==> src/rtl/lin_interp.sv <==
// lin_interp: linear-interpolating upsampler, N = 2**LOG2_RATE outputs
// per input sample, fed through a 2-entry skid FIFO.
// Ports:
//   clock, reset        single clock, synchronous active-high reset
//   vin/vin_valid/ready low-rate signed sample input handshake
//   interp_o/valid      registered full-rate interpolated output
//   underrun            one-cycle pulse when input runs dry mid-stream
module lin_interp #(
  parameter int LOG2_RATE = 4,
  parameter int WIDTH     = 20
) (
  input  logic                    clock,
  input  logic                    reset,
  input  logic signed [WIDTH-1:0] vin,
  input  logic                    vin_valid,
  output logic                    vin_ready,
  output logic signed [WIDTH-1:0] interp_o,
  output logic                    interp_valid,
  output logic                    underrun
);

  localparam int AW = WIDTH + LOG2_RATE + 1;
  localparam int SW = WIDTH + 1;

  typedef enum logic [1:0] {
    S_EMPTY,
    S_PRIME,
    S_RUN,
    S_HOLD
  } state_e;

  state_e                 state_q, state_d;
  logic [WIDTH-1:0]       mem_q [2];
  logic                   rd_q, wr_q;
  logic [1:0]             occ_q, occ_d;
  logic                   push, pop, nempty;
  logic [WIDTH-1:0]       head;

  logic signed [WIDTH-1:0] prev_q, prev_d;
  logic signed [WIDTH-1:0] curr_q, curr_d;
  logic signed [SW-1:0]    step_q, step_d;
  logic signed [AW-1:0]    acc_q, acc_d;
  logic [LOG2_RATE-1:0]    phase_q, phase_d;
  logic signed [WIDTH-1:0] out_d;
  logic                    valid_d, und_d;

  // Ready depends on registered occupancy only.
  assign vin_ready = (occ_q < 2'd2);
  assign push      = vin_valid & vin_ready;
  assign nempty    = (occ_q != 2'd0);
  assign head      = mem_q[rd_q];

  always_comb begin
    occ_d = occ_q;
    unique case ({push, pop})
      2'b10:   occ_d = occ_q + 2'd1;
      2'b01:   occ_d = occ_q - 2'd1;
      default: occ_d = occ_q;
    endcase
  end

  always_ff @(posedge clock) begin
    if (reset) begin
      rd_q     <= 1'b0;
      wr_q     <= 1'b0;
      occ_q    <= 2'd0;
      mem_q[0] <= '0;
      mem_q[1] <= '0;
    end else begin
      if (push) begin
        mem_q[wr_q] <= vin;
        wr_q        <= ~wr_q;
      end
      if (pop) rd_q <= ~rd_q;
      occ_q <= occ_d;
    end
  end

  // Segment start value: sample scaled into accumulator units.
  function automatic logic signed [AW-1:0] scale(
    input logic signed [WIDTH-1:0] x
  );
    logic signed [AW-1:0] e;
    e = {{(LOG2_RATE+1){x[WIDTH-1]}}, x};
    return e <<< LOG2_RATE;
  endfunction

  function automatic logic signed [SW-1:0] diff(
    input logic signed [WIDTH-1:0] a,
    input logic signed [WIDTH-1:0] b
  );
    return {a[WIDTH-1], a} - {b[WIDTH-1], b};
  endfunction

  always_comb begin
    state_d = state_q;
    prev_d  = prev_q;
    curr_d  = curr_q;
    step_d  = step_q;
    acc_d   = acc_q;
    phase_d = phase_q;
    out_d   = interp_o;
    valid_d = interp_valid;
    und_d   = 1'b0;
    pop     = 1'b0;
    unique case (state_q)
      S_EMPTY: begin
        out_d   = '0;
        valid_d = 1'b0;
        if (nempty) begin
          pop     = 1'b1;
          prev_d  = head;
          state_d = S_PRIME;
        end
      end
      S_PRIME: begin
        out_d   = '0;
        valid_d = 1'b0;
        if (nempty) begin
          pop     = 1'b1;
          curr_d  = head;
          step_d  = diff(head, prev_q);
          acc_d   = scale(prev_q);
          phase_d = '0;
          state_d = S_RUN;
        end
      end
      S_RUN: begin
        // Floor shift: low bits of acc are dropped.
        out_d   = acc_q[WIDTH+LOG2_RATE-1:LOG2_RATE];
        valid_d = 1'b1;
        if (&phase_q) begin
          if (nempty) begin
            pop     = 1'b1;
            prev_d  = curr_q;
            curr_d  = head;
            step_d  = diff(head, curr_q);
            acc_d   = scale(curr_q);
            phase_d = '0;
          end else begin
            und_d   = 1'b1;
            state_d = S_HOLD;
          end
        end else begin
          acc_d   = acc_q + {{LOG2_RATE{step_q[SW-1]}}, step_q};
          phase_d = phase_q + 1'b1;
        end
      end
      S_HOLD: begin
        out_d   = curr_q;
        valid_d = 1'b1;
        if (nempty) begin
          pop     = 1'b1;
          prev_d  = curr_q;
          curr_d  = head;
          step_d  = diff(head, curr_q);
          acc_d   = scale(curr_q);
          phase_d = '0;
          state_d = S_RUN;
        end
      end
      default: state_d = S_EMPTY;
    endcase
  end

  always_ff @(posedge clock) begin
    if (reset) begin
      state_q      <= S_EMPTY;
      prev_q       <= '0;
      curr_q       <= '0;
      step_q       <= '0;
      acc_q        <= '0;
      phase_q      <= '0;
      interp_o     <= '0;
      interp_valid <= 1'b0;
      underrun     <= 1'b0;
    end else begin
      state_q      <= state_d;
      prev_q       <= prev_d;
      curr_q       <= curr_d;
      step_q       <= step_d;
      acc_q        <= acc_d;
      phase_q      <= phase_d;
      interp_o     <= out_d;
      interp_valid <= valid_d;
      underrun     <= und_d;
    end
  end

endmodule
==> config.mk <==
export PLATFORM = sky130hd
export DESIGN_NAME = lin_interp
export DESIGN_NICKNAME = d
export VERILOG_FILES = /design/src/rtl/lin_interp.sv
export SDC_FILE = /design/constraint.sdc
export NUM_CORES = 1
export LEC_CHECK = 0
export CORE_MARGIN = 3
export CORE_UTILIZATION = 40
export CTS_CLUSTER_DIAMETER = 150
export DETAILED_ROUTE_END_ITERATION = 10
export HOLD_SLACK_MARGIN = 0.05
export PLACE_DENSITY_LB_ADDON = 0.25
export SYNTH_ARGS = -nofsm -noshare
export SYNTH_HDL_FRONTEND = slang
export SYNTH_SLANG_ARGS = --single-unit
==> constraint.sdc <==
create_clock -name clock -period 9.5 [get_ports clock]
set_input_delay 0.95 -clock clock [delete_from_list [all_inputs] [get_ports clock]]
set_output_delay 0.95 -clock clock [all_outputs]
set_load 0.05 [all_outputs]
## Yosys cells after proc, flatten, opt, wreduce, memory -nomap -nowiden

Memory sizes are Yosys's and may differ from the RTL's. A register that Yosys moved wholly into a read port is not among the register bits.
Index checks and enable logic that the tools add are counted.

- Register bits after elaboration: 118
- Output and inout port bits: 23
- Bits in latches: 0
- Memories: 1
- ROM bits: 0
- Bits in writable memories: 40

- Add/subtract/negate cells: 6
- Mux-type cells: 40
- Bitwise logic cells: 5
- Order comparisons: 1
- Multiply operators: 0
- Div/mod/pow operators: 0
- Reduce and logical (&&, ||, !) cells: 18
- Shift-type cells: 0
- Eq/ne operators: 10

Memory list:

| name | depth | width | rd ports | clocked after Yosys merged registers in | write ports | line | source |
|---|---|---|---|---|---|---|---|
| mem_q | 2 | 20 | 1 | 1 | 2 | 33 | `logic [WIDTH-1:0] mem_q [2];` |

Operators by type and width:

| cell | number |
|---|---|
| $mux 20 | 6 |
| $pmux 20 s3 | 2 |
| $mux 25 | 3 |
| $pmux 25 s3 | 1 |
| $mux 21 | 3 |
| $pmux 21 s3 | 1 |
| $sub 20x20->21 | 2 |
| $pmux 20 s2 | 1 |
| $add 25x25->25 | 1 |
| $reduce_or 20->1 | 1 |
| $mux 1 | 12 |
| $mux 2 | 4 |
| $mux 4 | 2 |
| $ne 2x2->1 const B | 4 |
| $pmux 4 s2 | 1 |
| $reduce_and 4->1 | 2 |
| $eq 2x2->1 const B | 3 |
| $pmux 2 s3 | 1 |
| $reduce_and 3->1 | 2 |
| $reduce_bool 2->1 | 3 |
| $reduce_bool 3->1 | 2 |
| $reduce_or 2->1 | 3 |
| $reduce_or 3->1 | 2 |
| $add 4x1->4 const B | 1 |
| other kinds (11) | 17 |

## Logic depth before layout (Yosys ltp)

Gate-level depths: netlist of the first run.

- Depth in word-level cells: 7
- Gate-level depth with buffers: 16
- Mapped depth without buffers: 13

## Least setup slack after synthesis of the first run

Ideal clock, no wire load.

- Kind: reg2reg
- Start point: register state_q[1]
- End point: register step_q[13]
- Arrival time: 3,341 ps
- Path slack: 6,043 ps
- Cell stages (with the launch flop): 13
- Clock period less this slack: 3,457 ps
- Cell sequence: dfxtp_1 buf_2 buf_1 buf_1 buf_1 a21oi_1 ha_1 and4_1 a221o_1 o21ai_1 a21boi_0 or3_1 a31o_2

- Longest elaborated chain between the ends: 3
- Elaborated cells between the ends (all ways): 8
- Classes of those cells: eq/ne: 5; mux: 1; reduce/logical: 2

Ends and longest elaborated chain:

| item | line | source |
|---|---|---|
| from (decl) | 32 | `state_e state_q, state_d;` |
| from (signal assigned) | 178 | `state_q <= state_d;` |
| $eq 2x1->1 / $eq 2x2->1 (equally long branches) | 106 | `unique case (state_q)` |
| $ne 2x2->1 (no source line) / $reduce_bool 3->1 (equally long branches) | - |  |
| $reduce_and 3->1 (no source line) | - |  |
| to (signal assigned) | 181 | `step_q <= step_d;` |
| to (decl) | 41 | `logic signed [SW-1:0] step_q, step_d;` |

Parallel ways exist; a longest one is shown, timed or not.
A chain may end at the register's enable or synchronous reset.

## Final worst setup path of the first run

- Start point: register state_q[1]
- End point: register step_q[19]

Same word-level chain as after synthesis.

==> results of run 1 <==
[where the power goes]
part | switching (W) | internal, W | total, W
logic | 0.000821 | 0.000514 | 0.00133
registers | 0.000129 | 0.000825 | 0.000954
clock network | 0.000286 | 0.000359 | 0.000645
[stage by stage]
stage                     power (W)  util [%]  cell area [sq um]  hold WS, ns
after detailed placement   0.002283     44.18               9731       0.4557
after global placement     0.002275     44.18               9731       0.4408
after global routing       0.003147     46.66              10280       0.4828
after CTS                  0.002935     46.66              10280       0.4652
final                      0.002934     46.66              10280       0.4627
after floorplan            0.001944         -               9074       0.4273
[Yosys cell counts (3+ instances only)]
master	number	area [sq um]
edfxtp_1	40	1201
dfxtp_1	118	2362
nor3b_1	4	30.03
nor2_1	112	420.4
mux2i_1	71	710.7
nand2b_1	11	68.82
o21ai_0	57	285.3
o21bai_1	5	37.54
and2_1	45	281.5
buf_2	4	20.02
or3_1	3	18.77
o22ai_1	12	75.07
o211ai_1	3	22.52
a22o_1	5	43.79
and3_1	6	37.54
a22oi_1	5	37.54
a21oi_1	75	375.4
xor2_1	7	61.31
or2_2	5	31.28
inv_1	42	157.7
o21ai_1	4	20.02
nor3_1	26	130.1
nor4_1	4	25.02
clkbuf_1	48	180.2
nor4b_1	4	35.03
nand3_1	14	70.07
a31oi_1	8	50.05
xnor2_1	19	166.4
a21o_1	11	82.58
o221ai_1	5	43.79
a211oi_1	29	217.7
a311oi_1	4	35.03
nand4_1	11	68.82
o2111ai_1	3	26.28
o21a_1	13	97.59
nor2b_1	10	62.56
buf_1	7	26.28
o31ai_1	7	52.55
nand2_1	109	409.1
ha_1	45	563.0
[cell type report]
| class | instances | share of cell area [%] |
|---|---|---|
| tap | 280 | 3.409 |
| sequential | 158 | 34.68 |
| inverter | 42 | 1.534 |
| timing repair buffer | 54 | 5.016 |
| clock inverter | 14 | 1.144 |
| multi-input combinational | 793 | 50.04 |
| clock buffer | 18 | 4.176 |
[final timing paths]
kind / slack (ns) / to
setup / recovery: 5.60 / step_q[19]
hold / removal: 0.46 / prev_q[0]
setup reg to reg: 5.60 / step_q[19]
hold reg to reg: 0.46 / prev_q[0]
[cells by family (layout without fill, tap and decap cells)]
family	count (synthesis)	count (layout)	share of synthesized area [%]
adders and majority gates	47	47	6.646
xor gates and xnor gates	26	26	2.510
DFF	158	158	39.27
AOI/OAI and AO/OA	275	275	19.69
muxes	72	72	7.956
buffers and inverters	102	128	4.357
and+or+nand+nor	373	373	19.57
[state kept, by name (all words and copies together) (netlist names), 2 cells and up, named ones only]
register / count
acc_q: 24
occ_q: 2
curr_q: 20
step_q: 21
interp_o: 20
state_q: 2
phase_q: 4
prev_q: 20
mem_q: 40
[placed cells by master, fill, tap and decap left out, types with 19 or more instances in the layout]
cell type	instances
o21ai_0	56
dfxtp_1	117
inv_1	42
ha_1	45
a21oi_1	75
edfxtp_1	40
clkdlybuf4s50_1	44
nor2_1	111
mux2i_1	71
xnor2_1	19
and2_1	44
nor3_1	25
nand2_1	109
a211oi_1	29
[routing by layer]
| layer | up-vias | track usage, % | routed length, microns |
|---|---|---|---|
| met1 | 3549 | 29.03 | 11620 |
| li1 | 3803 | - | - |
| met3 | 25 | 2.738 | 1309 |
| met4 | 0 | 6.294 | 448 |
| met2 | 233 | 31.21 | 10700 |
| met5 | - | 0 | 0 |
[worst min-delay path, stage by stage (launching register included)]
cell	delay, ns
dfxtp_1	0.31
nand2_1	0.05
a21oi_1	0.05
==> results.cfg, run 1 <==
[run_status]
status = complete, no violations

[sta]
relSlewSlack_pct = 29.99
max_freq_ghz = 0.2564
tightest_slew_ns = 1.050
setup_viol = 0
hold_viol_final = 0
post-route-period-util_pct = 41.06
rsz0062_at_grt = false
final.setup.worst_slack_ns = 5.599
maxSlewViolCount = 0
fin_skew_ns = 0.01178
timing.final.crit_period_ns = 3.901
fin_tns_setup_ns = 0

[finish]
nets = 1136
final_cells = 1359
final-seq-area_sq_um = 3565
nFillCells = 2170
area_growth_pct = 13.27
num_antenna_cells = 0
drive_gt1_share_pct = 6.209
multiInputGateArea_sq_um = 5142

[global_routing]
grt_usage_pct = 20.09
grt_start_max_net_pins = 83
antenna_found_initial = 0
grt_pass1_wl_microns = 38720
grt_pass1_vias = 7167
grt_overflow = 0

[logic_synthesis]
synthFlopType = dfxtp_1
netlist_instances = 1053
netlist_area_sq_um = 9074
ys_types = 72
async_reset_ff_share_pct = 0
avgSynthCellArea_sq_um = 8.617
ys_seq_area_share_pct = 39.27
synth_edf_count = 40
synth_warnings = 0
ys_ff_latch = 158
synth_fp_nets = 1123

[setup_path]
crit_cells = 12
setup.worst_path.class = reg -> reg
critPathTopFamily = compound AO/OA/AOI/OAI gates
required_ns = 9.83
crit_start = state_q[1]
cp-end-kind = register
cp.arrival_ns = 4.24
r2r-start = state_q[1]
path_max_fanout = 82
slowest_stage = buf_4
path_buf_inv = 1
crit_chain = buf_4 -> nand2b_1 -> and2_1 -> ha_1 -> nor2b_1 -> o31ai_1 -> a211oi_1 -> o21ai_1 -> o21ai_0 -> a31oi_1 -> nor3_1 -> a311oi_1
cp-start-kind = register
max_stage_delay_ns = 0.73
worstRegToRegCells = 12

[die]
fp-row-count = 54
die-area_sq_um = 24530
core_sq_um = 22030
fp.dieW_microns = 156.6
initial_core_util_pct = 41.20
die_h_microns = 156.6
io_pins = 46

[clock_tree]
clock-sinks = 158
cts_buffers = 17
clk_latency_ns = 0.43
cts_htree_levels = 4
hold_buffers = 0
post_cts_buffers = 0
clockRootBuffer = clkbuf_16
clock_path_buffers = 2
clkTransAtPathRegs_ns = 0.06
cts_resized = 0
cts_tree = done

[hold_path]
hp-class = reg -> reg
hold_depth = 2
min_from = prev_q[0]

[power_and_ir_drop]
vdd_drop_max_mv = 0.1292
power_leakage_nw = 3.880
power_density_nw_per_um2 = 285.5

[detailed_routing]
drt-total-wl_microns = 24080
ant_nets = 0
num_vias = 7610
detail_route.wl_per_cell_microns = 17.72
drc = 0
via_per_inst = 5.600
drt_iter0_markers = 582
dr.pass1.iters = 5

[place]
post-place-cells = 1327
place_hpwl_microns = 16980
dpl_worst_slack_ns = 5.647
place.gp.congestion = 0.9149
portBuffers = 45

[flow_run]
maxCapViolations = 0
(Power assumes the default switching activity.)
==> run 2: changes to the inputs <==
==> constraint.sdc (replaced) <==
create_clock -name clock -period 3.7 [get_ports clock]
set_input_delay 0.37 -clock clock [delete_from_list [all_inputs] [get_ports clock]]
set_output_delay 0.37 -clock clock [all_outputs]
set_load 0.05 [all_outputs]
==> results.cfg, run 2 (synthesis results as in run 1) <==
[die]
initial_core_util_pct = 41.20
io_pins = 46
core_sq_um = 22030
die_h_microns = 156.6
fp-row-count = 54
die-area_sq_um = 24530
fp.dieW_microns = 156.6

[sta]
post-route-period-util_pct = 88.08
fin_skew_ns = 0.01010
maxSlewViolCount = 0
setup_viol = 0
max_freq_ghz = 0.3068
fin_tns_setup_ns = 0
tightest_slew_ns = 0.8391
relSlewSlack_pct = 43.63
timing.final.crit_period_ns = 3.259
hold_viol_final = 0
rsz0062_at_grt = false

[place]
place_hpwl_microns = 17730
place.gp.congestion = 0.9418
dpl_cell_area_sq_um = 9859
portBuffers = 45

[setup_path]
crit_chain = buf_4 -> mux2i_1 -> inv_1 -> ha_1 -> and4_1 -> a221o_1 -> o21ai_1 -> o21ai_0 -> a31oi_1 -> nor3_1 -> a311oi_1
cp-start-kind = register
max_stage_delay_ns = 0.39
required_ns = 4.04
cp-end-kind = register
slowest_stage = ha_1
path_max_fanout = 18
setup.worst_path.class = reg -> reg
cp.arrival_ns = 3.60

[detailed_routing]
dr.pass1.iters = 5
drc = 0
drt_iter0_markers = 639
drt-total-wl_microns = 24860
detail_route.wl_per_cell_microns = 18.08
num_vias = 7713
ant_nets = 0
via_per_inst = 5.609

[clock_tree]
clock-sinks = 158
clk_latency_ns = 0.43
cts_tree = done
hold_buffers = 0
clkTransAtPathRegs_ns = 0.07
cts_htree_levels = 4
cts_resized = 0
cts_buffers = 17
post_cts_buffers = 0
clock_path_buffers = 2
clockRootBuffer = clkbuf_16

[global_routing]
use_met2_pct = 30.84
grt_start_max_net_pins = 58
antenna_found_initial = 0
grt_busiest_layer = met2
grt_pass1_wl_microns = 39360
gr-usage-met3_pct = 4.287
grt_pass1_vias = 7245
grtUsageMet1_pct = 29.90
grt_usage_pct = 20.57
grt_overflow = 0

[finish]
num_antenna_cells = 0
layout_commonest_cell = dfxtp_1
nets = 1152
largestRegisters = mem_q x40, acc_q x24, step_q x21
largest_reg_flops = 40
final_area_sq_um = 10440
final_cell_mix = 117 x dfxtp_1, 111 x nor2_1, 109 x nand2_1
area_growth_pct = 15.02
top_register = mem_q
drive_gt1_share_pct = 7.580

[power_and_ir_drop]
power_density_nw_per_um2 = 743.7
power.total_w = 0.007762
power_leakage_nw = 3.967
vdd_drop_max_mv = 0.3404

[hold_path]
hp-class = in -> reg

[flow_run]
maxCapViolations = 0

[run_status]
status = complete, no violations
[run 2: changes by cell type in the layout (fill, tap and decap cells not counted), sizes merged]
| cell | change |
|---|---|
| bufinv | +1 |
| clkinv | -1 |
| inv | -2 |
| clkinvlp | +1 |
| buf | +16 |
| clkbuf | +1 |
[run 2: critical path: cells and delay by family, from the launching register on]
| family | cells | cell delay [ns] |
|---|---|---|
| multiplexers | 1 | 0.32 |
| flip-flops | 1 | 0.38 |
| buffers and inverters | 2 | 0.41 |
| AO/OA/AOI/OAI | 5 | 1.33 |
| adder cells (fa/ha/maj) | 1 | 0.39 |
| AND/OR/NAND/NOR | 2 | 0.32 |
[run 2: through the flow]
stage	cells	hold WS, ns	util, %	setup slack [ns]
finish	1375	0.3409	47.38	0.4410
global route	1375	0.3704	47.38	0.2274
CTS	1375	0.3418	47.38	0.4299
detailed placement	1343	0.4387	44.76	0.4519
global placement	1343	0.4343	44.76	0.5167
floorplan	1053	0.4273	-	0.2433
[run 2: layout make-up]
| class | count | area (sq um) |
|---|---|---|
| multi-input combinational | 793 | 5139 |
| sequential | 158 | 3565 |
| tap | 280 | 350.3 |
| fill | 2140 | 11590 |
| clock buffer | 19 | 432.9 |
| inverter | 42 | 157.7 |
| clock inverter | 13 | 143.9 |
| timing repair buffer | 70 | 648.1 |
[run 2: path summary, 6_finish.rpt]
| check | from | endpoint | slack (ns) | cells after the start |
|---|---|---|---|---|
| setup / recovery | register | step_q[19] | 0.44 | 11 |
| hold / removal | reset | acc_q[7] | 0.34 | 2 |
| setup reg to reg | register | step_q[19] | 0.44 | 11 |
| hold reg to reg | prev_q[7] | prev_q[7] | 0.45 | 2 |
[run 2: report_power, final]
group	leakage, nW	internal (W)	total, W	switching [W]
combinational	2.33	0.00139	0.00353	0.00214
sequential	1.38	0.00212	0.00249	0.000374
clock	0.261	0.000994	0.00174	0.000745
total	3.97	0.00450	0.00776	0.00326
[run 2: routing by layer]
metal / part of all wire (%) / up-vias
met1: 48 / 3594
met5: 0 / -
met3: 6.5 / 31
li1: - / 3832
met4: 1.5 / 0
met2: 44 / 256
==> run 3: changes to the inputs <==
--- a/config.mk
+++ b/config.mk
@@ -9,6 +9,7 @@
 export CORE_UTILIZATION = 40
 export CTS_CLUSTER_DIAMETER = 150
 export DETAILED_ROUTE_END_ITERATION = 10
+export GPL_ROUTABILITY_DRIVEN = 0
 export HOLD_SLACK_MARGIN = 0.05
 export PLACE_DENSITY_LB_ADDON = 0.25
 export SYNTH_ARGS = -nofsm -noshare
==> results.cfg, run 3 (synthesis results as in run 1) <==
[run_status]
status = complete, no violations

[detailed_routing]
drt_iter0_markers = 536
dr.pass1.iters = 5
detail_route.wl_per_cell_microns = 17.82
drt-total-wl_microns = 24470
num_vias = 7736
ant_nets = 0
via_per_inst = 5.634
drc = 0

[die]
die-area_sq_um = 24530
fp-row-count = 54
initial_core_util_pct = 41.20
io_pins = 46
die_h_microns = 156.6
fp.dieW_microns = 156.6
core_sq_um = 22030

[clock_tree]
clock-sinks = 158
post_cts_buffers = 0
cts_tree = done
cts_resized = 0
clkTransAtPathRegs_ns = 0.07
clockRootBuffer = clkbuf_16
cts_buffers = 17
cts_htree_levels = 4
clock_path_buffers = 2
hold_buffers = 0
clk_latency_ns = 0.43

[sta]
setup_viol = 0
max_freq_ghz = 0.2944
timing.final.crit_period_ns = 3.397
hold_viol_final = 0
relSlewSlack_pct = 30.11
tightest_slew_ns = 1.048
fin_skew_ns = 0.008624
fin_tns_setup_ns = 0
post-route-period-util_pct = 91.81
maxSlewViolCount = 0
rsz0062_at_grt = false

[finish]
final_cell_mix = 117 x dfxtp_1, 111 x nor2_1, 109 x nand2_1
nets = 1150
drive_gt1_share_pct = 7.136
layout_commonest_cell = dfxtp_1
multiInputGateArea_sq_um = 5139
area_growth_pct = 14.80
num_antenna_cells = 0
largest_reg_flops = 40
largestRegisters = mem_q x40, acc_q x24, step_q x21
final-seq-area_sq_um = 3565
nFillCells = 2125
top_register = mem_q

[setup_path]
path_max_fanout = 35
max_stage_delay_ns = 0.76
setup.worst_path.class = reg -> reg
path_buf_inv = 1
critPathTopFamily = compound AO/OA/AOI/OAI gates
slowest_stage = dfxtp_2
crit_chain = nand2_1 -> o21ai_0 -> ha_1 -> inv_1 -> fa_1 -> a21o_1 -> a21oi_1 -> nor3_1 -> nor2_1 -> a31oi_1 -> a31oi_1 -> mux2i_1 -> o21ai_0
cp-start-kind = register
cp-end-kind = register
cp.arrival_ns = 3.68
required_ns = 3.98

[place]
portBuffers = 45
place_hpwl_microns = 17660

[global_routing]
gr-usage-met3_pct = 3.706
grtUsageMet1_pct = 30.10
grt_pass1_wl_microns = 39550
grt_overflow = 0
grt_pass1_vias = 7384
grt_usage_pct = 20.43
grt_start_max_net_pins = 49
grt_busiest_layer = met2
antenna_found_initial = 0
use_met2_pct = 30.28

[power_and_ir_drop]
power_density_nw_per_um2 = 741.4
vdd_drop_max_mv = 0.3266
power_leakage_nw = 3.967
power.total_w = 0.007723

[hold_path]
hp-class = in -> reg

[flow_run]
maxCapViolations = 0
## run 3: layer usage
metal,wire (microns),vias to the layer above
met2,10550,243
met3,1373,37
met1,12090,3623
met4,460,0
li1,-,3833
met5,0,-
## run 3: worst paths after layout
check	startpoint	end	slack [ns]	cells after the start
max	state_q[1]	step_q[18]	0.30	13
min	reset	state_q[0]	0.31	2
max reg2reg	state_q[1]	step_q[18]	0.30	13
min reg2reg	prev_q[10]	prev_q[10]	0.45	2
## run 3: power breakdown
| group | internal [W] | switching [W] | total [W] | leakage, nW |
|---|---|---|---|---|
| Sequential | 0.00212 | 0.000384 | 0.00250 | 1.38 |
| Combinational | 0.00140 | 0.00212 | 0.00351 | 2.32 |
| Clock | 0.000989 | 0.000719 | 0.00171 | 0.264 |
## run 3: layout make-up
| type | instances | area share [%] |
|---|---|---|
| Clock buffer | 21 | 4.228 |
| Clock inverter | 11 | 1.141 |
| Inverter | 42 | 1.514 |
| Multi-Input combinational cell | 793 | 49.33 |
| Sequential cell | 158 | 34.22 |
| Tap cell | 280 | 3.363 |
| Timing Repair Buffer | 68 | 6.198 |
## run 3: metrics by stage
stage / worst slack, ns / util, % / instance area [sq um] / cells / hold WS (ns)
6_report: 0.3029 / 47.29 / 10420 / 1373 / 0.3090
5_1_grt: 0.03628 / 47.29 / 10420 / 1373 / 0.3425
4_1_cts: 0.3843 / 47.29 / 10420 / 1373 / 0.2938
3_5_place_dp: 0.3876 / 44.75 / 9857 / 1341 / 0.4474
3_3_place_gp: 0.4926 / 44.75 / 9857 / 1341 / 0.4402
2_1_floorplan: 0.2433 / - / 9074 / 1053 / 0.4273
